<file path="src/rtl/serial_frame_sender_if.sv">
// Word-entry handshake for serial_frame_sender.
// The producer drives data_in/data_valid; the sender answers with data_ready.
interface serial_frame_sender_if #(
  parameter int WORD_SIZE = 27
);
  logic [WORD_SIZE-1:0] data_in;
  logic                 data_valid;
  logic                 data_ready;

  modport master (
    output data_in,
    output data_valid,
    input  data_ready
  );

  modport slave (
    input  data_in,
    input  data_valid,
    output data_ready
  );
endinterface

</file>
<file path="src/rtl/serial_frame_sender.sv">
// UART-style frame transmitter fed by a small word FIFO.
// Each queued word leaves as: start bit, WORD_SIZE data bits (MSB or LSB first),
// optional even/odd parity bit, then one or two stop bits. Every bit is held
// for CLKS_PER_BIT clocks. Frames run back to back while the FIFO has data.
module serial_frame_sender #(
  parameter int WORD_SIZE    = 27,
  parameter int DEPTH        = 4,
  parameter int CLKS_PER_BIT = 1,
  parameter int MSB_FIRST    = 1,
  parameter int PARITY       = 0,
  parameter int STOP_BITS    = 1
) (
  input  logic                     clock,
  input  logic                     reset_n,
  serial_frame_sender_if.slave     bus,
  output logic                     serialOut,
  output logic                     busy,
  output logic [$clog2(DEPTH):0]   fifo_count
);

  localparam int PTR_W = $clog2(DEPTH);
  localparam int CNT_W = PTR_W + 1;
  localparam int DIV_W = (CLKS_PER_BIT > 1) ? $clog2(CLKS_PER_BIT) : 1;
  localparam int BIT_W = (WORD_SIZE > 1) ? $clog2(WORD_SIZE) : 1;

  localparam logic [DIV_W-1:0] DIV_LAST   = DIV_W'(CLKS_PER_BIT - 1);
  localparam logic [DIV_W-1:0] DIV_ONE    = DIV_W'(1);
  localparam logic [BIT_W-1:0] BIT_TOP    = BIT_W'(WORD_SIZE - 1);
  localparam logic [BIT_W-1:0] BIT_ONE    = BIT_W'(1);
  localparam logic [CNT_W-1:0] FULL_COUNT = CNT_W'(DEPTH);
  localparam logic [CNT_W-1:0] CNT_ONE    = CNT_W'(1);
  localparam logic [PTR_W-1:0] PTR_ONE    = PTR_W'(1);
  // Value of the stop counter during the final stop bit.
  localparam logic             STOP_LAST  = (STOP_BITS == 2);
  localparam logic             HAS_PARITY = (PARITY != 0);
  localparam logic             ODD_PARITY = (PARITY == 2);

  localparam logic [2:0] ST_IDLE  = 3'd0;
  localparam logic [2:0] ST_START = 3'd1;
  localparam logic [2:0] ST_DATA  = 3'd2;
  localparam logic [2:0] ST_PAR   = 3'd3;
  localparam logic [2:0] ST_STOP  = 3'd4;

  // ---------------------------------------------------------------------------
  // FIFO storage and bookkeeping
  // ---------------------------------------------------------------------------
  logic [WORD_SIZE-1:0] mem_q [DEPTH];
  logic [PTR_W-1:0]     wr_ptr_q, wr_ptr_d;
  logic [PTR_W-1:0]     rd_ptr_q, rd_ptr_d;
  logic [CNT_W-1:0]     count_q, count_d;
  logic                 push;
  logic                 pop;
  logic                 ready;
  logic [WORD_SIZE-1:0] head_word;
  logic                 head_parity;

  // Readiness looks only at the stored count, so a full FIFO refuses a push
  // even when a word is leaving on the same edge.
  assign ready          = (count_q < FULL_COUNT);
  assign bus.data_ready = ready;
  assign push           = bus.data_valid && ready;
  assign head_word      = mem_q[rd_ptr_q];
  // Parity is taken from the whole word at pop time, before any shifting.
  assign head_parity    = (^head_word) ^ ODD_PARITY;

  // Pointer and occupancy update; power-of-two depth lets pointers wrap freely.
  always_comb begin
    wr_ptr_d = wr_ptr_q;
    rd_ptr_d = rd_ptr_q;
    count_d  = count_q;
    if (push) begin
      wr_ptr_d = wr_ptr_q + PTR_ONE;
    end
    if (pop) begin
      rd_ptr_d = rd_ptr_q + PTR_ONE;
    end
    if (push && !pop) begin
      count_d = count_q + CNT_ONE;
    end else if (!push && pop) begin
      count_d = count_q - CNT_ONE;
    end
  end

  // Word storage write; no reset because unused slots are don't-care.
  always_ff @(posedge clock) begin
    if (push) begin
      mem_q[wr_ptr_q] <= bus.data_in;
    end
  end

  // FIFO pointer and count registers; reset flushes the queue.
  always_ff @(posedge clock or negedge reset_n) begin
    if (!reset_n) begin
      wr_ptr_q <= '0;
      rd_ptr_q <= '0;
      count_q  <= '0;
    end else begin
      wr_ptr_q <= wr_ptr_d;
      rd_ptr_q <= rd_ptr_d;
      count_q  <= count_d;
    end
  end

  // ---------------------------------------------------------------------------
  // Transmit shift register and bit ordering
  // ---------------------------------------------------------------------------
  logic [WORD_SIZE-1:0] shift_q, shift_d;
  logic [WORD_SIZE-1:0] shift_adv;
  logic                 cur_bit;
  logic                 adv_bit;

  // The outgoing bit is always at one end of the register; shifting moves
  // the next bit into that position.
  generate
    if (MSB_FIRST != 0) begin : g_msb_first
      assign shift_adv = shift_q << 1;
      assign cur_bit   = shift_q[WORD_SIZE-1];
      assign adv_bit   = shift_adv[WORD_SIZE-1];
    end else begin : g_lsb_first
      assign shift_adv = shift_q >> 1;
      assign cur_bit   = shift_q[0];
      assign adv_bit   = shift_adv[0];
    end
  endgenerate

  // ---------------------------------------------------------------------------
  // Frame sequencer
  // ---------------------------------------------------------------------------
  logic [2:0]       state_q, state_d;
  logic [DIV_W-1:0] div_q, div_d;
  logic [BIT_W-1:0] bit_q, bit_d;
  logic             parity_q, parity_d;
  logic             stop_q, stop_d;
  logic             line_q, line_d;
  logic             busy_q, busy_d;
  logic             wrap;
  logic             start_frame;

  // The bit or state only advances when the baud divider wraps.
  assign wrap = (div_q == DIV_LAST);

  // Next-state logic: the line and busy registers are loaded with the value
  // belonging to the state being entered, so both are glitch-free outputs.
  always_comb begin
    state_d     = state_q;
    div_d       = div_q;
    bit_d       = bit_q;
    shift_d     = shift_q;
    parity_d    = parity_q;
    stop_d      = stop_q;
    line_d      = line_q;
    busy_d      = busy_q;
    start_frame = 1'b0;

    case (state_q)
      ST_IDLE: begin
        line_d = 1'b1;
        busy_d = 1'b0;
        div_d  = '0;
        if (count_q != '0) begin
          start_frame = 1'b1;
        end
      end

      ST_START: begin
        if (wrap) begin
          div_d   = '0;
          state_d = ST_DATA;
          bit_d   = BIT_TOP;
          line_d  = cur_bit;
        end else begin
          div_d = div_q + DIV_ONE;
        end
      end

      ST_DATA: begin
        if (wrap) begin
          div_d = '0;
          if (bit_q == '0) begin
            if (HAS_PARITY) begin
              state_d = ST_PAR;
              line_d  = parity_q;
            end else begin
              state_d = ST_STOP;
              line_d  = 1'b1;
              stop_d  = 1'b0;
            end
          end else begin
            bit_d   = bit_q - BIT_ONE;
            shift_d = shift_adv;
            line_d  = adv_bit;
          end
        end else begin
          div_d = div_q + DIV_ONE;
        end
      end

      ST_PAR: begin
        if (wrap) begin
          div_d   = '0;
          state_d = ST_STOP;
          line_d  = 1'b1;
          stop_d  = 1'b0;
        end else begin
          div_d = div_q + DIV_ONE;
        end
      end

      ST_STOP: begin
        if (wrap) begin
          div_d = '0;
          if (stop_q == STOP_LAST) begin
            // Chain straight into the next frame when a word is waiting.
            if (count_q != '0) begin
              start_frame = 1'b1;
            end else begin
              state_d = ST_IDLE;
              line_d  = 1'b1;
              busy_d  = 1'b0;
            end
          end else begin
            stop_d = 1'b1;
          end
        end else begin
          div_d = div_q + DIV_ONE;
        end
      end

      default: begin
        state_d = ST_IDLE;
        div_d   = '0;
        line_d  = 1'b1;
        busy_d  = 1'b0;
      end
    endcase

    if (start_frame) begin
      state_d  = ST_START;
      div_d    = '0;
      shift_d  = head_word;
      parity_d = head_parity;
      line_d   = 1'b0;
      busy_d   = 1'b1;
    end
  end

  assign pop = start_frame;

  // Sequencer registers; reset abandons any frame and parks the line high.
  always_ff @(posedge clock or negedge reset_n) begin
    if (!reset_n) begin
      state_q  <= ST_IDLE;
      div_q    <= '0;
      bit_q    <= '0;
      shift_q  <= '0;
      parity_q <= 1'b0;
      stop_q   <= 1'b0;
      line_q   <= 1'b1;
      busy_q   <= 1'b0;
    end else begin
      state_q  <= state_d;
      div_q    <= div_d;
      bit_q    <= bit_d;
      shift_q  <= shift_d;
      parity_q <= parity_d;
      stop_q   <= stop_d;
      line_q   <= line_d;
      busy_q   <= busy_d;
    end
  end

  assign serialOut  = line_q;
  assign busy       = busy_q;
  assign fifo_count = count_q;

endmodule

</file>
<file path="src/flat_wrapper.sv">
// flat-port wrapper written by rule: the top's interface ports become plain ports
module serial_frame_sender_flat 
#(
  parameter int WORD_SIZE    = 27,
  parameter int DEPTH        = 4,
  parameter int CLKS_PER_BIT = 1,
  parameter int MSB_FIRST    = 1,
  parameter int PARITY       = 0,
  parameter int STOP_BITS    = 1
)
  (clock, reset_n, serialOut, busy, fifo_count, bus_data_in, bus_data_valid, bus_data_ready);
  serial_frame_sender_if #(.WORD_SIZE(WORD_SIZE)) bus_i ();
  input  logic clock;
  input  logic reset_n;
  output logic serialOut;
  output logic busy;
  output logic [$clog2(DEPTH):0] fifo_count;
  input wire logic [$bits(bus_i.data_in)-1:0] bus_data_in;
  input wire logic [$bits(bus_i.data_valid)-1:0] bus_data_valid;
  output wire logic [$bits(bus_i.data_ready)-1:0] bus_data_ready;
  assign bus_i.data_in = bus_data_in;
  assign bus_i.data_valid = bus_data_valid;
  assign bus_data_ready = bus_i.data_ready;
  serial_frame_sender #(.WORD_SIZE(WORD_SIZE), .DEPTH(DEPTH), .CLKS_PER_BIT(CLKS_PER_BIT), .MSB_FIRST(MSB_FIRST), .PARITY(PARITY), .STOP_BITS(STOP_BITS)) u_core (.clock(clock), .reset_n(reset_n), .bus(bus_i), .serialOut(serialOut), .busy(busy), .fifo_count(fifo_count));
endmodule
</file>
<file path="config.mk">
export PLATFORM = sky130hd
export DESIGN_NAME = serial_frame_sender_flat
export DESIGN_NICKNAME = d
export VERILOG_FILES = /design/src/rtl/serial_frame_sender_if.sv /design/src/rtl/serial_frame_sender.sv /design/src/flat_wrapper.sv
export SDC_FILE = /design/constraint.sdc
export NUM_CORES = 1
export LEC_CHECK = 0
export CAP_MARGIN = 25
export CORE_MARGIN = 3
export CORE_UTILIZATION = 60
export DETAILED_ROUTE_END_ITERATION = 7
export PLACE_DENSITY = 0.79
export RECOVER_POWER = 100
export SLEW_MARGIN = 20
export SYNTH_ARGS = -nofsm -noshare
export SYNTH_HDL_FRONTEND = slang
export SYNTH_SLANG_ARGS = --single-unit
export TNS_END_PERCENT = 30
</file>
<file path="constraint.sdc">
create_clock -name clock -period 4.4 [get_ports clock]
set_clock_uncertainty 0.2 [all_clocks]
set_input_delay 0.88 -clock clock [delete_from_list [all_inputs] [get_ports clock]]
set_output_delay 0.88 -clock clock [all_outputs]
set_load 0.05 [all_outputs]
</file>
* Word level (Yosys, flattened, before mapping) *
Memory sizes are Yosys's and may differ from the RTL's.
Index checks and enable logic that the tools add are counted.

word-level totals
  register bits = 46
  memory bits (read-only) = 0
  memories = 1
  latch bits = 0
  RAM bits = 108
  input port bits = 30

memory list
  name          words  width  rd ports  clocked after memory_dff  wr ports  line                       text
  u_core.mem_q  4      27     1         0                         1         serial_frame_sender.sv:47  logic [WORD_SIZE-1:0] mem_q [DEPTH];

operators by class
  divide/modulo/power cells = 0
  eq/ne operators = 21
  shifts and indexed selects = 0
  bitwise logic cells = 0
  $lt $le $gt $ge = 1
  multipliers = 0
  mux-type cells = 48
  reduce and logical (&&, ||, !) cells = 20
  add/sub/neg operators = 6

operators by type and width
  kind                                                  number
  2-to-1 mux 27 bit                                     4
  2-to-1 mux 3 bit                                      10
  2-to-1 mux 1 bit                                      25
  != test 3 x 2 -> 1 bit (second input constant)        6
  2-to-1 mux 5 bit                                      3
  case mux 3 bit (5 select lines)                       1
  != test 2 x 1 -> 1 bit (second input constant)        5
  != test 2 bit (second input constant)                 5
  case mux 5 bit (2 select lines)                       1
  AND reduction 4 bit                                   2
  AND reduction 8 bit                                   1
  equality test 3 x 2 -> 1 bit (second input constant)  2
  AND reduction 6 bit                                   1
  nonzero test 2 bit                                    3
  nonzero test 3 bit                                    2
  logical NOT 5 bit                                     1
  AND reduction 5 bit                                   1
  subtractor 5 x 1 -> 5 bit (second input constant)     1
  adder 2 x 1 -> 2 bit (second input constant)          2
  case mux 1 bit (2 select lines)                       2
  case mux 1 bit (4 select lines)                       1
  OR reduction 4 bit                                    1
  adder 3 x 1 -> 3 bit (second input constant)          1
  equality test 3 x 1 -> 1 bit (second input constant)  1
  11 further kinds                                      14

* Logic depth before layout (Yosys ltp) *
  word-level depth = 8
  gate-level depth with buffers = 10

* Worst setup path before layout *
No wires, ideal clock.

  path type = register -> register
  start = register u_core.count_q[0] (netlist: u_core.fifo_count[0])
  end = register u_core.count_q[2] (netlist: u_core.fifo_count[2])
  arrival = 2.416 ns
  setup time = 0.139 ns
  stages on the path, launching flop included = 11
  path slack = 1.645 ns
  buffers on the path = 1
  clock period less this slack = 2.755 ns
  cells stage by stage = dfrtp_1 or3_4 clkbuf_1 and2_1 inv_1 ha_1 inv_1 fa_1 xor2_1 nor2_1 xnor2_1

between the ends
  word-level cells in the longest chain between the ends = 8
  elaborated cells between the ends (all ways) = 16
  those cells by class = 2 x add/sub; 1 x order compare; 6 x mux; 7 x reduce/logical

ends and longest elaborated chain
  what                                                           line                                                    text
  start: declaration                                             serial_frame_sender.sv:50                               logic [CNT_W-1:0] count_q, count_d;
  start signal: assignment                                       serial_frame_sender.sv:100                              count_q <= count_d;
  nonzero test 3 bit                                             serial_frame_sender.sv:160, serial_frame_sender.sv:214
  2-to-1 mux 1 bit                                               serial_frame_sender.sv:160, serial_frame_sender.sv:214
  2-to-1 mux 1 bit                                               serial_frame_sender.sv:212                              if (stop_q == STOP_LAST) begin
  2-to-1 mux 1 bit                                               serial_frame_sender.sv:210                              if (wrap) begin
  case mux 1 bit (2 select lines)                                serial_frame_sender.sv:155                              case (state_q)
  logical NOT 1 bit                                              serial_frame_sender.sv:77                               if (push && !pop) begin
  logical AND 1 bit                                              serial_frame_sender.sv:77
  2-to-1 mux 3 bit / nonzero test 2 bit (equally long branches)  --

Several ways; a longest one is shown, not always the timed one. The select of a mux whose other input is x is not followed.
A chain may end at the register's enable or synchronous reset.

* Worst setup path in the final report *
  start = input port bus_data_valid
  end = memory u_core.mem_q[0][18] (enable)

between the ends
  word-level cells in the longest chain between the ends = 3

ends and longest elaborated chain
  what                                    line                       text
  start: declaration                      flat_wrapper.sv:19         input wire logic [$bits(bus_i.data_valid)-1:0] bus_data_valid;
  logical AND 1 bit                       serial_frame_sender.sv:61  assign push = bus.data_valid && ready;
  2-to-1 mux 1 bit                        serial_frame_sender.sv:86  if (push) begin
  2-to-1 mux 1 bit (implied by the code)  serial_frame_sender.sv:87  mem_q[wr_ptr_q] <= bus.data_in;
  end: declaration                        serial_frame_sender.sv:47

Every way passes these cells.

==> results.md <==
- The run finished, with violations left.
- The checks that failed: max-capacitance violations, max-slew violations.
- The final layout net count is 400.
- Counting instances in the post-synthesis netlist gives the leading cell types as 108 x sky130_fd_sc_hd__edfxtp_1, 43 x sky130_fd_sc_hd__dfrtp_1, 27 x sky130_fd_sc_hd__mux4_2.
- The type of origin of the critical path is an input port.
- Power spread over the standard cell area amounts to 721 mW/mm^2.
- The initial cell density of the core is 63.4%.
- The global placement routability congestion is 0.741.
- The number of detailed-route iterations in the first pass is 5.
- The final sum of negative setup slack is 0 ps.
- The number of remaining DRC errors is 0.
- The worst path arrival time is 3250 ps.
- At the worst endpoint, the required time is 4320 ps.
- The root buffer cell is sky130_fd_sc_hd__clkbuf_8.
- The number of antenna violations at the first check in global routing came to 0.
- The top cell family by delay on the critical path is buffers and inverters.
- The number of warnings printed during yosys synthesis is 0.
- The clock buffer count from CTS is 17.
- For the pin with the worst max-slew slack, the measured transition is 1960 ps.
- The number of port buffers is 35.
- After detailed routing, the average wire length per cell comes to 20.7 um.
- Clock-pin slew was measured on the worst setup and hold paths at 60 ps.
- The worst reg-to-reg path cell count is 3.
- The analysis attributes to cell leakage a power of 2.56 nW.
- After synthesis, the share of flip-flops with an asynchronous set or reset is 28.9%.
- The HPWL after detailed placement is 5890 um.
- The floorplan step set the die height to 106 um.
- In the global route stage, met2 resource usage came out at 32.3%.
- The die is 106 um wide.
- The number of gates resized after CTS was 0.
- In the final layout, flip-flops and latches occupy 0.00435 sq mm.
- For this design, the slowest cell found on the critical path is sky130_fd_sc_hd__clkbuf_1.
- The total global routing track utilization is 20.7%.
- The layout overhead on the synthesized area is 16.1%.
- The via count of the routed design is 3080.
- The synthesized area is 0.00603 sq mm.
- The total congestion overflow is 0.
- TritonCTS built the clock tree.
- The number of global-route vias before repair is 3312.
- The top fanout value on the critical path is 27.
- The sequential cell area fraction in the yosys report is 72.1%.
- The worst setup path is captured at a flop.
- The number of routed nets with antenna violations is 0.
- The worst min-delay path category is in2async.
- Walking the worst path, the cells encountered are dlygate4sd3_1, nor2b_1, and2_1, clkbuf_1.
- IR analysis of the VDD net gives a maximum drop of 0.000374 V.
- For this run, global-route usage on met3 was measured as 5.77%.
- Once the clock tree was built, the setup fixing pass inserted 0 buffers.
- The detailed router's first-iteration violation count is 266.
- Among all cell types in the netlist, the one instantiated most often is sky130_fd_sc_hd__edfxtp_1.
- The core area is 0.00950 sq mm.
- Setup violations remaining at the end of the flow were counted as 0.
- The most used flip-flop cell after synthesis is sky130_fd_sc_hd__edfxtp_1.
- The design draws 0.00505 W.
- Of all cell types, the one taking the most synthesized area is sky130_fd_sc_hd__edfxtp_1.
- Once placement finished, the instance area stood at 0.00647 sq mm.
- The smallest clock period supported by the final layout is computed as 3330 ps.
- The number of failing hold endpoints at the final stage came to 0.
- The tool flagged a number of max-cap violations equal to 6.
- After synthesis, the largest area contributor takes up 53.8% of total cell area.
- In the final layout, the share of cells above drive strength 1 is 23.7%.
- The area of the die is 0.0113 sq mm.
- Yosys mapped a number of flops with a built-in enable equal to 108.
- Counting the fill cells in the layout gives 574.
- The global-route wire length before repair is 17500 um.
- In this run the tightest slew margin relative to its limit is -31.1%.
- At the later pin of the worst-skew pair, clock insertion delay measures 530 ps.
- The antenna diode count is 0.
- The number of hold buffers added after CTS is 0.
- Setup repair after global routing left no endpoint under its margin.
- Pin placement for this block handled 36 I/O pins.
- The post-synth net total is 356.
- The vias per cell is 6.11.
- The kind of critical path is in2reg.
- The highest achievable clock rate is 300 MHz.
- The number of library cell types mapped by synthesis is 41.
- The H-tree was split into 4 levels.
- After detailed routing, the total wire length is 10500 um.
- The count of final max-slew check failures is 140.
- The finished cells cover 0.00700 sq mm.
- The multi-input combinational cells in the finished layout cover a total of 0.00152 sq mm.
- The count of buffer and inverter cells on the critical path is 2.
- The cell count after synthesis came out at 318.
- In this run the deepest clock path goes through 2 buffers.
- The share of the clock period used by the worst path is 75.6%.
- The tree built by TritonCTS fans out to 152 sinks.
- Synthesis inferred 152 register bits.
- The met1 layer usage reported by global route is 28.5%.
- In the post-synthesis netlist, the biggest area contributors are sky130_fd_sc_hd__edfxtp_1 54%, sky130_fd_sc_hd__dfrtp_1 18%, sky130_fd_sc_hd__mux4_2 10%.
- The floorplan row count is 35.
- A synthesized cell averages 19.0 sq um.
- The delay of the slowest cell on the worst path is 1260 ps.
- The maximum number of pins on one net before global-route repair is 45.
- The peak-usage layer in the global routing report is met2.
- The critical path crosses 4 cells after its start point.
worst paths after layout:
check | from | to | slack (ps)
max | bus_data_valid | u_core.mem_q[0][18] | 1070
min | reset_n | u_core.shift_q[5] | 250
max reg2reg | u_core.state_q[2] | u_core.shift_q[17] | 1280
min reg2reg | u_core.shift_q[26] | u_core.shift_q[26] | 320
max in group asynchronous | reset_n | u_core.rd_ptr_q[0] | 1760
min in group clock | u_core.shift_q[26] | u_core.shift_q[26] | 320
state kept, by name (all words and copies together), names as in the netlist:
signal             cells
u_core.bit_q           5
u_core.busy            1
u_core.fifo_count      3
u_core.mem_q         108
u_core.rd_ptr_q        2
u_core.serialOut       1
u_core.shift_q        27
u_core.state_q         3
u_core.wr_ptr_q        2
per-layer routing:
| metal | vias to the layer above | routed length [um] |
|---|---|---|
| li1 | 1380 | - |
| met1 | 1597 | 4450 |
| met2 | 84 | 5250 |
| met3 | 19 | 546 |
| met4 | 0 | 203 |
| met5 | - | 0 |
worst reg2reg max path, cell delays in order (launching register included):
cell	delay, ps
sky130_fd_sc_hd__dfrtp_1	460
sky130_fd_sc_hd__or3b_1	510
sky130_fd_sc_hd__nor2_1	1490
sky130_fd_sc_hd__a221o_2	390
cells by family (layout without fill, tap and decap cells):
group,count (synthesis),in the layout,synth area share [%]
XOR/XNOR,6,6,0.872
buffers and inverters,26,83,2.28
multiplexers,28,28,10.3
AO/OA/AOI/OAI,40,40,6.33
AND/OR/NAND/NOR,58,58,6.39
adder cells (fa/ha/maj),8,8,1.78
flip-flops,152,152,72.1
report_power, final:
part | total [W] | internal [W] | switching, W
clock network | 0.00134 | 0.000767 | 0.000568
logic | 0.00158 | 0.000768 | 0.000813
registers | 0.00213 | 0.00192 | 0.000212
total | 0.00505 | 0.00345 | 0.00159
per-stage QoR:
stage	std cells	setup WS, ps	utilization, %	hold slack (ps)
finish	504	1070	73.7	254
global route	504	829	73.7	324
CTS	502	1450	73.9	317
detailed placement	470	1290	68.1	302
global placement	470	1370	68.1	296
floorplan	318	1640	-	273
layout make-up:
class | instances | area share [%]
repair buffers | 43 | 5.68
clock inverters | 14 | 1.73
well taps | 129 | 2.31
inverters | 8 | 0.429
flip-flops and latches | 152 | 62.1
clock buffers | 18 | 6.11
multi-input cells | 140 | 21.6
placed cells by master (no fill, tap or decap), types with 2 or more instances in the layout:
cell and count:
sky130_fd_sc_hd__or4_1 2, sky130_fd_sc_hd__ha_1 7, sky130_fd_sc_hd__a221o_2 19, sky130_fd_sc_hd__and2_1 2, sky130_fd_sc_hd__nand3_1 4, sky130_fd_sc_hd__clkinv_2 6, sky130_fd_sc_hd__nor3b_1 2, sky130_fd_sc_hd__a21oi_1 2
sky130_fd_sc_hd__inv_1 8, sky130_fd_sc_hd__mux4_2 27, sky130_fd_sc_hd__and2_0 3, sky130_fd_sc_hd__nand2_1 3, sky130_fd_sc_hd__clkbuf_8 2, sky130_fd_sc_hd__and3_1 26, sky130_fd_sc_hd__edfxtp_1 108, sky130_fd_sc_hd__a221o_1 7
sky130_fd_sc_hd__dfrtp_1 42, sky130_fd_sc_hd__buf_4 2, sky130_fd_sc_hd__dlygate4sd3_1 34, sky130_fd_sc_hd__clkbuf_1 6, sky130_fd_sc_hd__clkbuf_16 16, sky130_fd_sc_hd__o21ai_0 7, sky130_fd_sc_hd__inv_6 4, sky130_fd_sc_hd__nor2_1 6
sky130_fd_sc_hd__clkinv_4 3, sky130_fd_sc_hd__xnor2_1 5
(Power assumes the default switching activity.)
